`src/rtl/datapath_bus_if.sv`:
```
// Memory bus between the datapath (master) and external memory (slave).
// Single outstanding transfer; rdata is valid only while ack is high.
interface datapath_bus_if #(
    parameter int WIDTH = 16
);
    logic               req;
    logic               we;
    logic [WIDTH/8-1:0] be;
    logic [WIDTH-1:0]   addr;
    logic [WIDTH-1:0]   wdata;
    logic               ack;
    logic [WIDTH-1:0]   rdata;

    modport master (output req, we, be, addr, wdata, input ack, rdata);
    modport slave  (input req, we, be, addr, wdata, output ack, rdata);
endinterface

```
`src/rtl/datapath_bus.sv`:
```
// CPU datapath: register file, X/Y/Z/PSW/IR, cycle counter and a handshaked
// memory bus port. Stalls the control unit while a transfer is outstanding.
//
// state  | meaning
// -------+-----------------------------------------------------------
// S_IDLE | ready; a request is issued combinationally from ctl_* inputs
// S_BUSY | waiting for ack; bus driven from latched address/data
// S_ERR  | odd word address or timeout; frozen until reset
module datapath_bus #(
    parameter int               WIDTH    = 16,
    parameter int               NREGS    = 8,
    parameter int               PSW_W    = 8,
    parameter int               CYW      = 3,
    parameter logic [WIDTH-1:0] RESET_PC = '0,
    parameter int               TIMEOUT  = 15
) (
    input  logic                     clk,
    input  logic                     reset,
    input  logic [$clog2(NREGS)-1:0] ctl_reg_src,
    input  logic [$clog2(NREGS)-1:0] ctl_reg_dst,
    input  logic                     ctl_reg_we,
    input  logic                     ctl_reg_from_mem,
    input  logic [1:0]               ctl_alu_input,
    input  logic [2:0]               ctl_mem_addr,
    input  logic                     ctl_mem_rd,
    input  logic                     ctl_mem_we,
    input  logic                     ctl_mem_byte,
    input  logic                     ctl_x_we,
    input  logic                     ctl_y_we,
    input  logic                     ctl_z_we,
    input  logic                     ctl_psw_we,
    input  logic                     ctl_ir_we,
    input  logic [CYW-1:0]           ctl_cnext,
    output logic [WIDTH-1:0]         alu_a,
    output logic [WIDTH-1:0]         alu_b,
    input  logic [WIDTH-1:0]         alu_d,
    input  logic [PSW_W-1:0]         alu_psr,
    output logic [PSW_W-1:0]         psw,
    output logic [WIDTH-1:0]         ir,
    output logic [CYW-1:0]           cycle,
    output logic                     stall,
    output logic                     bus_err,
    datapath_bus_if.master           bus
);
    localparam int BEW       = WIDTH / 8;
    localparam int LW        = (BEW > 1) ? $clog2(BEW) : 1;
    localparam int WCW       = $clog2(TIMEOUT + 1);
    // The request cycle in IDLE is the first wait, so BUSY sees TIMEOUT-1 more.
    localparam int LAST_WAIT = (TIMEOUT >= 2) ? TIMEOUT - 2 : 0;

    typedef enum logic [1:0] {S_IDLE = 2'd0, S_BUSY = 2'd1, S_ERR = 2'd2} state_t;

    state_t             state_q, state_d;
    logic [WIDTH-1:0]   rf [NREGS];
    logic [WIDTH-1:0]   x_q, y_q, z_q, ir_q;
    logic [PSW_W-1:0]   psw_q;
    logic [CYW-1:0]     cycle_q;
    logic [WIDTH-1:0]   addr_q, wdata_q;
    logic [BEW-1:0]     be_q;
    logic               we_q;
    logic [WCW-1:0]     wcnt_q;

    logic [WIDTH-1:0]   src_val, dst_val, mem_addr, cur_addr;
    logic [WIDTH-1:0]   req_wdata, mdata, wr_data;
    logic [BEW-1:0]     req_be;
    logic [LW-1:0]      lane;
    logic [7:0]         rd_byte;
    logic               access, word_odd, busy;
    logic               req, commit, latch;

    assign src_val  = rf[ctl_reg_src];
    assign dst_val  = rf[ctl_reg_dst];
    assign alu_a    = ctl_alu_input[0] ? x_q : src_val;
    assign alu_b    = ctl_alu_input[1] ? y_q : dst_val;
    assign access   = ctl_mem_rd | ctl_mem_we;
    assign word_odd = ~ctl_mem_byte & mem_addr[0];
    assign busy     = (state_q == S_BUSY);

    // Memory address select; sums wrap modulo 2^WIDTH.
    always_comb begin
        case (ctl_mem_addr)
            3'd0:    mem_addr = src_val;
            3'd1:    mem_addr = src_val + x_q;
            3'd2:    mem_addr = dst_val;
            3'd3:    mem_addr = dst_val + y_q;
            3'd4:    mem_addr = x_q;
            3'd5:    mem_addr = y_q;
            default: mem_addr = z_q;
        endcase
    end

    assign req_be    = ctl_mem_byte ? (BEW'(1) << mem_addr[LW-1:0]) : '1;
    assign req_wdata = ctl_mem_byte ? {BEW{alu_d[7:0]}} : alu_d;

    assign cur_addr  = busy ? addr_q : mem_addr;
    assign lane      = cur_addr[LW-1:0];
    assign rd_byte   = bus.rdata[{lane, 3'b000} +: 8];
    assign mdata     = ctl_mem_byte ? {{(WIDTH-8){rd_byte[7]}}, rd_byte} : bus.rdata;
    assign wr_data   = ctl_reg_from_mem ? mdata : alu_d;

    // reset gates req directly so it drops before the next edge
    assign bus.req   = req & ~reset;
    assign bus.addr  = cur_addr;
    assign bus.wdata = busy ? wdata_q : req_wdata;
    assign bus.be    = busy ? be_q : req_be;
    assign bus.we    = busy ? we_q : ctl_mem_we;

    assign psw     = psw_q;
    assign ir      = ir_q;
    assign cycle   = cycle_q;
    assign bus_err = (state_q == S_ERR);

    // Next state, request, stall and commit decode.
    always_comb begin
        state_d = state_q;
        req     = 1'b0;
        stall   = 1'b0;
        commit  = 1'b0;
        latch   = 1'b0;
        case (state_q)
            S_IDLE: begin
                if (!access) begin
                    commit = 1'b1;
                end else if (word_odd) begin
                    stall   = 1'b1;
                    state_d = S_ERR;
                end else begin
                    req = 1'b1;
                    if (bus.ack) begin
                        commit = 1'b1;
                    end else begin
                        stall   = 1'b1;
                        latch   = 1'b1;
                        state_d = (TIMEOUT == 1) ? S_ERR : S_BUSY;
                    end
                end
            end
            S_BUSY: begin
                req = 1'b1;
                if (bus.ack) begin
                    commit  = 1'b1;
                    state_d = S_IDLE;
                end else begin
                    stall = 1'b1;
                    if (wcnt_q == WCW'(LAST_WAIT)) state_d = S_ERR;
                end
            end
            S_ERR:   stall = 1'b1;
            default: state_d = S_IDLE;
        endcase
    end

    // FSM state, wait counter and latched bus request.
    always_ff @(posedge clk or posedge reset) begin
        if (reset) begin
            state_q <= S_IDLE;
            wcnt_q  <= '0;
            addr_q  <= '0;
            wdata_q <= '0;
            be_q    <= '0;
            we_q    <= 1'b0;
        end else begin
            state_q <= state_d;
            if (latch) begin
                wcnt_q  <= '0;
                addr_q  <= mem_addr;
                wdata_q <= req_wdata;
                be_q    <= req_be;
                we_q    <= ctl_mem_we;
            end else if (busy && !bus.ack) begin
                wcnt_q <= wcnt_q + 1'b1;
            end
        end
    end

    // Architectural registers update only on a commit cycle.
    always_ff @(posedge clk or posedge reset) begin
        if (reset) begin
            for (int i = 0; i < NREGS; i++) rf[i] <= (i == NREGS - 1) ? RESET_PC : '0;
            x_q     <= '0;
            y_q     <= '0;
            z_q     <= '0;
            ir_q    <= '0;
            psw_q   <= '0;
            cycle_q <= '0;
        end else if (commit) begin
            if (ctl_reg_we) rf[ctl_reg_dst] <= wr_data;
            if (ctl_x_we)   x_q   <= wr_data;
            if (ctl_y_we)   y_q   <= wr_data;
            if (ctl_z_we)   z_q   <= mem_addr;
            if (ctl_ir_we)  ir_q  <= mdata;
            if (ctl_psw_we) psw_q <= alu_psr;
            cycle_q <= ctl_cnext;
        end
    end
endmodule

```
`src/flat_wrapper.sv`:
```
// flat-port wrapper written by rule: the top's interface ports become plain ports
module datapath_bus_flat 
#(
    parameter int               WIDTH    = 16,
    parameter int               NREGS    = 8,
    parameter int               PSW_W    = 8,
    parameter int               CYW      = 3,
    parameter logic [WIDTH-1:0] RESET_PC = '0,
    parameter int               TIMEOUT  = 15
)
  (clk, reset, ctl_reg_src, ctl_reg_dst, ctl_reg_we, ctl_reg_from_mem, ctl_alu_input, ctl_mem_addr, ctl_mem_rd, ctl_mem_we, ctl_mem_byte, ctl_x_we, ctl_y_we, ctl_z_we, ctl_psw_we, ctl_ir_we, ctl_cnext, alu_a, alu_b, alu_d, alu_psr, psw, ir, cycle, stall, bus_err, bus_req, bus_we, bus_be, bus_addr, bus_wdata, bus_ack, bus_rdata);
  datapath_bus_if #(.WIDTH(WIDTH)) bus_i ();
  input  logic clk;
  input  logic reset;
  input  logic [$clog2(NREGS)-1:0] ctl_reg_src;
  input  logic [$clog2(NREGS)-1:0] ctl_reg_dst;
  input  logic ctl_reg_we;
  input  logic ctl_reg_from_mem;
  input  logic [1:0] ctl_alu_input;
  input  logic [2:0] ctl_mem_addr;
  input  logic ctl_mem_rd;
  input  logic ctl_mem_we;
  input  logic ctl_mem_byte;
  input  logic ctl_x_we;
  input  logic ctl_y_we;
  input  logic ctl_z_we;
  input  logic ctl_psw_we;
  input  logic ctl_ir_we;
  input  logic [CYW-1:0] ctl_cnext;
  output logic [WIDTH-1:0] alu_a;
  output logic [WIDTH-1:0] alu_b;
  input  logic [WIDTH-1:0] alu_d;
  input  logic [PSW_W-1:0] alu_psr;
  output logic [PSW_W-1:0] psw;
  output logic [WIDTH-1:0] ir;
  output logic [CYW-1:0] cycle;
  output logic stall;
  output logic bus_err;
  output wire logic [$bits(bus_i.req)-1:0] bus_req;
  output wire logic [$bits(bus_i.we)-1:0] bus_we;
  output wire logic [$bits(bus_i.be)-1:0] bus_be;
  output wire logic [$bits(bus_i.addr)-1:0] bus_addr;
  output wire logic [$bits(bus_i.wdata)-1:0] bus_wdata;
  input wire logic [$bits(bus_i.ack)-1:0] bus_ack;
  input wire logic [$bits(bus_i.rdata)-1:0] bus_rdata;
  assign bus_req = bus_i.req;
  assign bus_we = bus_i.we;
  assign bus_be = bus_i.be;
  assign bus_addr = bus_i.addr;
  assign bus_wdata = bus_i.wdata;
  assign bus_i.ack = bus_ack;
  assign bus_i.rdata = bus_rdata;
  datapath_bus #(.WIDTH(WIDTH), .NREGS(NREGS), .PSW_W(PSW_W), .CYW(CYW), .RESET_PC(RESET_PC), .TIMEOUT(TIMEOUT)) u_core (.clk(clk), .reset(reset), .ctl_reg_src(ctl_reg_src), .ctl_reg_dst(ctl_reg_dst), .ctl_reg_we(ctl_reg_we), .ctl_reg_from_mem(ctl_reg_from_mem), .ctl_alu_input(ctl_alu_input), .ctl_mem_addr(ctl_mem_addr), .ctl_mem_rd(ctl_mem_rd), .ctl_mem_we(ctl_mem_we), .ctl_mem_byte(ctl_mem_byte), .ctl_x_we(ctl_x_we), .ctl_y_we(ctl_y_we), .ctl_z_we(ctl_z_we), .ctl_psw_we(ctl_psw_we), .ctl_ir_we(ctl_ir_we), .ctl_cnext(ctl_cnext), .alu_a(alu_a), .alu_b(alu_b), .alu_d(alu_d), .alu_psr(alu_psr), .psw(psw), .ir(ir), .cycle(cycle), .stall(stall), .bus_err(bus_err), .bus(bus_i));
endmodule
```
`config.mk`:
```
export PLATFORM = sky130hd
export DESIGN_NAME = datapath_bus_flat
export DESIGN_NICKNAME = d
export VERILOG_FILES = /design/src/rtl/datapath_bus_if.sv /design/src/rtl/datapath_bus.sv /design/src/flat_wrapper.sv
export SDC_FILE = /design/constraint.sdc
export NUM_CORES = 1
export LEC_CHECK = 0
export ABC_AREA = 1
export CORE_UTILIZATION = 45
export DETAILED_ROUTE_END_ITERATION = 8
export HOLD_SLACK_MARGIN = 0.06
export PLACE_DENSITY = 0.62
export SLEW_MARGIN = 15
export SYNTH_ARGS = -nofsm -noshare
export SYNTH_HDL_FRONTEND = slang
export SYNTH_SLANG_ARGS = --single-unit
```
`constraint.sdc`:
```
create_clock -name clk -period 25 [get_ports clk]
set_input_delay 5 -clock clk [delete_from_list [all_inputs] [get_ports clk]]
set_output_delay 5 -clock clk [all_outputs]
set_load 0.05 [all_outputs]
```
==> impl_metrics.env, run 1 <==
export IMPL_rows=67
export IMPL_cts_tree="built"
export IMPL_vias_per_cell=5.71
export IMPL_final_min_clock_period_ps=15460
export IMPL_grt_max_degree=114
export IMPL_synth_seq_cells=244
export IMPL_maxSlewHeadroom_pct=26.8
export IMPL_drc=0
export IMPL_clkTransAtPathRegs_ps=60
export IMPL_clk_insertion_delay_late_ps=580
export IMPL_powerDensity_mw_per_mm2=58.9
export IMPL_grt_usage_pct=33.7
export IMPL_io_buffers=163
export IMPL_drive_above_1_share_pct=6.00
export IMPL_clock_sinks=244
export IMPL_insertedDiodeCount=0
export IMPL_cp_start_kind="primary input"
export IMPL_holdBufCountCts=0
export IMPL_cts_setup_buffers=0
export IMPL_start_util_pct=46.0
export IMPL_clk_path_buf_depth=3
export IMPL_synth_top_area_share_pct=39.3
export IMPL_yosysSeqAreaShare_pct=39.3
export IMPL_final_setup_skew_ps=10.9
export IMPL_drv_cap=0
export IMPL_dpl_hpwl_um=43100
export IMPL_synthCells=2235
export IMPL_synth_edff_count=0
export IMPL_grt_pass1_vias=15100
export IMPL_gr_total_overflow=0
export IMPL_yosysUniqueCellTypes=50
export IMPL_ir_drop_mv=0.0500
export IMPL_p_leak_nw=9.39
export IMPL_crit_arrival_ps=10460
export IMPL_hp_class="flop to flop"
export IMPL_synth_area_leader_cell="dfrtp_1"
export IMPL_finalSetupTns_ps=0
export IMPL_grt_pass1_wl_um=91000
export IMPL_detail_route_wl_per_cell_um=21.1
export IMPL_async_flop_share_pct=100
export IMPL_synth_most_common_cell="nand2_1"
export IMPL_cp_data_required_time_ps=20000
export IMPL_antenna_left=0
export IMPL_max_freq_mhz=64.7
export IMPL_routed_wirelength_um=59400
export IMPL_ys_flop_type="dfrtp_1"
export IMPL_die_h_um=188
export IMPL_final_nets=2443
export IMPL_syn_cell_area_mm2=0.0155
export IMPL_critPathKind="primary input to primary output"
export IMPL_yosysWarningCount=0
export IMPL_power_mw=1.08
export IMPL_rsz0062_at_grt="false"
export IMPL_synth_nets=2336
export IMPL_cp_max_fo=33
export IMPL_status="complete, no violations"
export IMPL_firstDrtPassIters=7
export IMPL_antenna_found_initial=1
export IMPL_vias=16100
export IMPL_cts_made_buffers=29
export IMPL_synth_area_top_cells="dfrtp_1 (39%), nand2_1 (19%), nand3_1 (8.0%)"
export IMPL_hold_depth=2
export IMPL_postCtsResizedCells=0
export IMPL_setup_violations=0
export IMPL_die_w_um=188
export IMPL_coreArea_mm2=0.0338
export IMPL_fin_crit_sh_pct=61.8
export IMPL_finalHoldViolations=0
export IMPL_finalMaxSlewViolations=0
export IMPL_ff2ff_path_depth=17
export IMPL_tightest_slew_ps=1090
export IMPL_netlist_top_cells_count="nand2_1 (800), nand3_1 (249), dfrtp_1 (244)"
export IMPL_drt_iter0_drc=1499
export IMPL_avgSynthCellArea_um2=6.95
export IMPL_cts_root_buf="clkbuf_16"
export IMPL_dieArea_mm2=0.0353
export IMPL_cts_max_level=1
export IMPL_gp_congestion=0.971
export IMPL_io_pins=164
export IMPL_area_growth_synth_to_final_pct=18.0
export IMPL_cp_end_kind="primary output"
-- registers in the layout, summed over array words and instances (netlist names), 4 cells and up --
signal and count:
u_core.addr_q 16, u_core.ir 16, u_core.psw 8, u_core.rf 128, u_core.wcnt_q 4, u_core.wdata_q 16
u_core.x_q 16, u_core.y_q 16, u_core.z_q 16
-- power by group --
group | leakage [nW] | switching [mW] | internal, mW
Clock | 0.518 | 0.181 | 0.280
Combinational | 5.70 | 0.148 | 0.0589
Sequential | 3.17 | 0.00762 | 0.403
-- cells by family (layout without fill, tap and decap cells) --
family	Yosys count	after routing	share of synthesized area (%)
flip-flops	244	244	39.3
buffers and inverters	306	436	8.55
adder cells (fa/ha/maj)	34	34	2.84
AND/OR/NAND/NOR	1232	1232	34.6
XOR/XNOR	4	4	0.226
AO/OA/AOI/OAI	415	415	14.5
-- worst max-delay path, cell delays in order --
cell	delay, ps
clkdlybuf4s50_1	1190
inv_2	220
nand3_1	410
inv_1	300
nand2_1	120
o2111a_1	190
nand4_1	210
ha_1	350
nand2_1	40
nand2_1	60
o21ai_0	160
o21ai_0	550
and2_1	230
nor2_1	40
nand2_1	60
nand3_1	80
nand4_1	220
nand2_1	70
o21ai_0	80
clkdlybuf4s50_1	850
-- final cells by class --
cell class | count | area [um^2]
clock buffers | 46 | 910
clock inverters | 8 | 134
fillers | 3325 | 15400
inverters | 207 | 802
multi-input cells | 1685 | 8110
flip-flops and latches | 244 | 6110
well taps | 448 | 561
repair buffers | 175 | 1720
-- metal layers --
metal / up-vias / GRT usage, % / share of wire (%)
li1: 7533 / - / -
met1: 7657 / 47.1 / 44
met2: 769 / 52.7 / 44
met3: 95 / 5.86 / 8.5
met4: 0 / 11.4 / 3.5
met5: - / 0 / 0
-- placed cells by master, fill, tap and decap left out, drive strengths merged --
cell	n
or2	20
clkdlybuf4s50	162
a31oi	9
a221oi	7
a21boi	1
dfrtp	244
buf	13
clkbuf	46
nor3	5
and2	2
fa	2
o2111a	1
a211oi	6
nand4	15
inv	206
clkinv	6
nand2	808
xor2	3
a22o	1
ha	32
bufinv	3
nand3	266
o21ai	255
nor2	107
xnor2	1
a22oi	10
o211ai	8
o21bai	2
nor4	1
a21o	5
o22ai	13
o31ai	1
o21a	6
a21oi	88
nand3b	8
o2bb2ai	2
-- metrics by stage --
step,hold slack (ps),instance area (um^2),utilization [%],setup WS (ps),cells
2_1_floorplan,442,15500,-,11560,2235
3_3_place_gp,457,17300,51.2,9670,2759
3_5_place_dp,462,17300,51.2,9660,2759
4_1_cts,480,18300,54.3,9630,2813
5_1_grt,500,18300,54.3,9130,2813
6_report,473,18300,54.3,9540,2813
-- path summary, 6_finish.rpt --
path                           startpoint               to  slack, ps
max                        ctl_reg_dst[0]     bus_addr[15]       9540
min                         u_core.psw[7]    u_core.psw[7]        470
max reg2reg                 u_core.rf[64]   u_core.x_q[13]      21130
min reg2reg                 u_core.psw[7]    u_core.psw[7]        470
max in group asynchronous           reset    u_core.rf[72]      17730
min in group asynchronous           reset  u_core.cycle[1]       5000
(Power assumes the default switching activity.)
==> run 2, diff against run 1 <==
--- a/config.mk
+++ b/config.mk
@@ -9,7 +9,7 @@
 export CORE_UTILIZATION = 45
 export DETAILED_ROUTE_END_ITERATION = 8
 export HOLD_SLACK_MARGIN = 0.06
-export PLACE_DENSITY = 0.62
+export PLACE_DENSITY = 0.64
 export SLEW_MARGIN = 15
 export SYNTH_ARGS = -nofsm -noshare
 export SYNTH_HDL_FRONTEND = slang
==> constraint.sdc (replaced) <==
create_clock -name clk -period 12.5 [get_ports clk]
set_input_delay 2.5 -clock clk [delete_from_list [all_inputs] [get_ports clk]]
set_output_delay 2.5 -clock clk [all_outputs]
set_load 0.05 [all_outputs]
==> impl_metrics.env, run 2 (synthesized netlist as in run 1, its figures left out) <==
export IMPL_status="complete, no violations"
export IMPL_final_setup_skew_ps=23.8
export IMPL_detail_route_wl_per_cell_um=20.7
export IMPL_cp_data_required_time_ps=10000
export IMPL_grt_pass1_vias=15000
export IMPL_fin_cells=2813
export IMPL_io_pins=164
export IMPL_finalSetupTns_ps=0
export IMPL_max_freq_mhz=99.1
export IMPL_vias=16100
export IMPL_dpl_hpwl_um=41200
export IMPL_coreArea_mm2=0.0338
export IMPL_cp_max_fo=13
export IMPL_cts_made_buffers=30
export IMPL_cts_setup_buffers=0
export IMPL_die_w_um=188
export IMPL_rows=67
export IMPL_finalMaxSlewViolations=0
export IMPL_ir_drop_mv=0.111
export IMPL_largest_register_ffs=128
export IMPL_drv_cap=0
export IMPL_finalHoldViolations=0
export IMPL_gp_congestion=0.973
export IMPL_clock_sinks=244
export IMPL_tightest_slew_ps=1110
export IMPL_powerDensity_mw_per_mm2=118
export IMPL_final_nets=2444
export IMPL_dieArea_mm2=0.0353
export IMPL_antenna_left=0
export IMPL_grt_pass1_wl_um=90000
export IMPL_grt_max_degree=89
export IMPL_drc=0
export IMPL_place_inst=2759
export IMPL_hp_class="flop to flop"
export IMPL_routed_wirelength_um=58100
export IMPL_layout_commonest_cell="nand2_1"
export IMPL_critPathKind="primary input to primary output"
export IMPL_crit_arrival_ps=7590
export IMPL_grt_usage_pct=33.1
export IMPL_cp_end_kind="primary output"
export IMPL_p_leak_nw=9.38
export IMPL_clk_path_buf_depth=3
export IMPL_postCtsResizedCells=0
export IMPL_gr_total_overflow=0
export IMPL_start_util_pct=46.0
export IMPL_cts_root_buf="clkbuf_16"
export IMPL_vias_per_cell=5.72
export IMPL_fin_crit_sh_pct=80.7
export IMPL_rsz0062_at_grt="false"
export IMPL_drive_above_1_share_pct=5.96
export IMPL_io_buffers=163
export IMPL_final_cell_mix="nand2_1 (800), nand3_1 (249), dfrtp_1 (244)"
export IMPL_setup_violations=0
export IMPL_holdBufCountCts=0
export IMPL_maxSlewHeadroom_pct=25.9
export IMPL_firstDrtPassIters=6
export IMPL_clk_insertion_delay_late_ps=590
export IMPL_antenna_found_initial=1
export IMPL_insertedDiodeCount=0
export IMPL_drt_iter0_drc=1780
export IMPL_clkTransAtPathRegs_ps=60
export IMPL_cts_tree="built"
export IMPL_area_growth_synth_to_final_pct=18.1
export IMPL_cp_start_kind="primary input"
export IMPL_cts_max_level=1
export IMPL_final_min_clock_period_ps=10090
export IMPL_die_h_um=188
export IMPL_top_register="u_core.rf"
[run 2: cell count changes in the layout (fill, tap and decap cells not counted)]
cell and change:
nor3_2 -1, bufinv_16 +1, clkbuf_1 +1, inv_16 -1, clkinvlp_4 +1, clkbuf_16 +1
clkinv_4 +1, clkinv_2 +1, nor3_4 +1, clkbuf_8 -6, clkinv_16 +1
[run 2: area by class of cell]
| cell class | count | area, um^2 |
|---|---|---|
| Timing Repair Buffer | 175 | 1720 |
| Clock inverter | 12 | 195 |
| Tap cell | 448 | 561 |
| Sequential cell | 244 | 6110 |
| Clock buffer | 42 | 856 |
| Inverter | 207 | 802 |
| Fill cell | 3268 | 15400 |
| Multi-Input combinational cell | 1685 | 8110 |
[run 2: where the power goes]
group	switching [mW]	internal (mW)	leakage, nW
logic	0.294	0.118	5.70
clock network	0.368	0.560	0.512
registers	0.0152	0.807	3.17
total	0.678	1.48	9.38
[run 2: per-layer routing]
metal | GRT usage, % | vias to the layer above | routed length [um]
met5 | 0 | - | 8
met4 | 13.3 | 2 | 2340
met3 | 6.08 | 119 | 6170
met2 | 50.0 | 922 | 25000
met1 | 46.6 | 7531 | 24600
li1 | - | 7522 | -
[run 2: critical path, stage by stage]
cell and delay [ps]:
clkdlybuf4s50_1 780, inv_1 330, nand3_1 390, inv_2 220, nand2_1 100, o21ai_0 80, a21oi_1 120, nand4_1 240
ha_1 420, a21oi_1 240, a21boi_0 180, o21ai_0 250, and2_1 240, o21ai_0 150, nand3_1 120, nand4_1 230
nand2_1 70, o21ai_0 80, clkdlybuf4s50_1 830
[run 2: metrics by stage]
stage | utilization, % | hold slack, ps | worst slack, ps | instance area, um^2 | total power, mW
after floorplan | - | 442 | 3300 | 15500 | 1.09
after global placement | 51.2 | 455 | 2570 | 17300 | 1.24
after detailed placement | 51.2 | 462 | 2500 | 17300 | 1.24
after CTS | 54.3 | 478 | 2490 | 18300 | 2.17
after global routing | 54.3 | 493 | 2030 | 18300 | 2.24
final | 54.3 | 474 | 2410 | 18300 | 2.16
[run 2: path summary, 6_finish.rpt]
| path | cells past startpoint | from | slack, ps | end |
|---|---|---|---|---|
| max in group asynchronous | 4 | reset | 7540 | u_core.y_q[13] |
| min in group asynchronous | 2 | reset | 2430 | u_core.cycle[2] |
| setup reg to reg | 17 | u_core.rf[16] | 8620 | u_core.x_q[13] |
| setup / recovery | 19 | ctl_reg_dst[1] | 2410 | bus_addr[15] |
| hold / removal | 2 | u_core.psw[7] | 470 | u_core.psw[7] |
| hold reg to reg | 2 | u_core.psw[7] | 470 | u_core.psw[7] |
==> run 3, diff against run 2 <==
==> constraint.sdc (replaced) <==
create_clock -name clk -period 8.1 [get_ports clk]
set_input_delay 1.62 -clock clk [delete_from_list [all_inputs] [get_ports clk]]
set_output_delay 1.62 -clock clk [all_outputs]
set_load 0.05 [all_outputs]
==> impl_metrics.env, run 3 (synthesized netlist as in run 1, its figures left out) <==
export IMPL_status="complete, no violations"
export IMPL_firstDrtPassIters=6
export IMPL_maxSlewHeadroom_pct=32.1
export IMPL_ff2ff_path_depth=17
export IMPL_cp_data_required_time_ps=6480
export IMPL_seqCellArea_mm2=0.00611
export IMPL_gp_congestion=0.953
export IMPL_io_buffers=163
export IMPL_antenna_found_initial=0
export IMPL_dp_worst_setup_slack_ps=526
export IMPL_multi_input_area_mm2=0.00811
export IMPL_p_leak_nw=9.50
export IMPL_grtUsageMet3_pct=8.22
export IMPL_crit_start="ctl_reg_dst[0]"
export IMPL_die_w_um=188
export IMPL_grt_util_met2_pct=53.7
export IMPL_antenna_left=0
export IMPL_ir_drop_mv=0.171
export IMPL_top_register="u_core.rf"
export IMPL_clk_path_buf_depth=3
export IMPL_max_freq_mhz=131
export IMPL_cts_setup_buffers=0
export IMPL_vias=16200
export IMPL_finalHoldViolations=0
export IMPL_grt_usage_pct=35.1
export IMPL_cts_tree="built"
export IMPL_dieArea_mm2=0.0353
export IMPL_clkTransAtPathRegs_ps=60
export IMPL_nFillCells=3259
export IMPL_cp_start_kind="primary input"
export IMPL_final_setup_worst_slack_ps=482
export IMPL_gr_total_overflow=0
export IMPL_drv_cap=0
export IMPL_critPathKind="primary input to primary output"
export IMPL_cp_max_fo=9
export IMPL_start_util_pct=46.0
export IMPL_hp_class="flop to flop"
export IMPL_powerDensity_mw_per_mm2=182
export IMPL_cts_made_buffers=30
export IMPL_cts_max_level=1
export IMPL_setup_violations=0
export IMPL_r2r_start="u_core.rf[0]"
export IMPL_fin_crit_sh_pct=94.1
export IMPL_routed_wirelength_um=61600
export IMPL_final_nets=2457
export IMPL_grt_pass1_vias=15300
export IMPL_insertedDiodeCount=0
export IMPL_largest_register_ffs=128
export IMPL_cts_root_buf="clkbuf_16"
export IMPL_finalMaxSlewViolations=0
export IMPL_dpl_hpwl_um=44300
export IMPL_drt_iter0_drc=1686
export IMPL_drive_above_1_share_pct=7.39
export IMPL_clock_sinks=244
export IMPL_tightest_slew_ps=1020
export IMPL_final_setup_skew_ps=17.1
export IMPL_finalSetupTns_ps=0
export IMPL_coreArea_mm2=0.0338
export IMPL_met1_usage_pct=48.9
export IMPL_final_cell_mix="nand2_1 (800), nand3_1 (249), dfrtp_1 (244)"
export IMPL_grt_pass1_wl_um=94200
export IMPL_grt_busiest_layer="met2"
export IMPL_vias_per_cell=5.73
export IMPL_rr_endpoint="u_core.y_q[15]"
export IMPL_rows=67
export IMPL_reg2reg_slack_ps=4280
export IMPL_holdBufCountCts=0
export IMPL_grt_max_degree=162
export IMPL_rsz0062_at_grt="false"
export IMPL_die_h_um=188
export IMPL_final_min_clock_period_ps=7620
export IMPL_crit_arrival_ps=6000
export IMPL_postCtsResizedCells=0
export IMPL_io_pins=164
export IMPL_clk_insertion_delay_late_ps=600
export IMPL_layout_commonest_cell="nand2_1"
export IMPL_power_mw=3.38
export IMPL_cp_end_kind="primary output"
export IMPL_detail_route_wl_per_cell_um=21.8
export IMPL_crit_end="bus_addr[15]"
export IMPL_area_growth_synth_to_final_pct=19.4
export IMPL_drc=0
## run 3: stage by stage
step | utilization (%) | hold WS, ps | cell area (um^2) | std cells
2_1_floorplan | - | 442 | 15500 | 2235
3_3_place_gp | 51.8 | 455 | 17500 | 2772
3_5_place_dp | 51.8 | 463 | 17500 | 2772
4_1_cts | 54.9 | 481 | 18500 | 2828
5_1_grt | 54.9 | 495 | 18500 | 2828
6_report | 54.9 | 475 | 18500 | 2828
## run 3: layer usage
layer	vias to the layer above	part of all wire, %
met3	109	9.5
met5	-	0
met2	808	44
li1	7550	-
met4	0	3.2
met1	7729	43
## run 3: final cells by class
class | count | share of cell area [%]
clock buffer | 37 | 4.57
clock inverter | 19 | 1.13
inverter | 207 | 4.30
multi-input combinational | 1685 | 43.7
sequential | 244 | 32.9
tap | 448 | 3.02
timing repair buffer | 188 | 10.3
## run 3: where the power goes
part | internal (mW) | total, mW | switching (mW)
combinational | 0.199 | 0.668 | 0.469
clock | 0.842 | 1.44 | 0.602
sequential | 1.24 | 1.27 | 0.0237
total | 2.29 | 3.38 | 1.09
## run 3: worst max-delay path, stage by stage
cell and delay (ps):
clkdlybuf4s50_1 690, inv_2 160, nand3_2 220, clkinv_1 400, a21oi_1 270, nand4_1 250
ha_1 440, nand2_1 70, inv_1 110, nand3_1 70, o21ai_0 510, and2_1 230
o21ai_0 80, nand3_1 100, nand4_1 260, nand2_1 130, o21ai_0 170, buf_12 200
## run 3: worst min-delay path by stage
stage	start	end	slack [ps]	cells after the start
finish	u_core.psw[4]	u_core.psw[4]	470	2
global route	u_core.rf[61]	u_core.rf[61]	500	2
CTS	u_core.psw[6]	u_core.psw[6]	480	2
detailed placement	u_core.psw[6]	u_core.psw[6]	460	2
global placement	u_core.psw[4]	u_core.psw[4]	460	2
floorplan	u_core.be_q[0]	u_core.be_q[0]	440	2
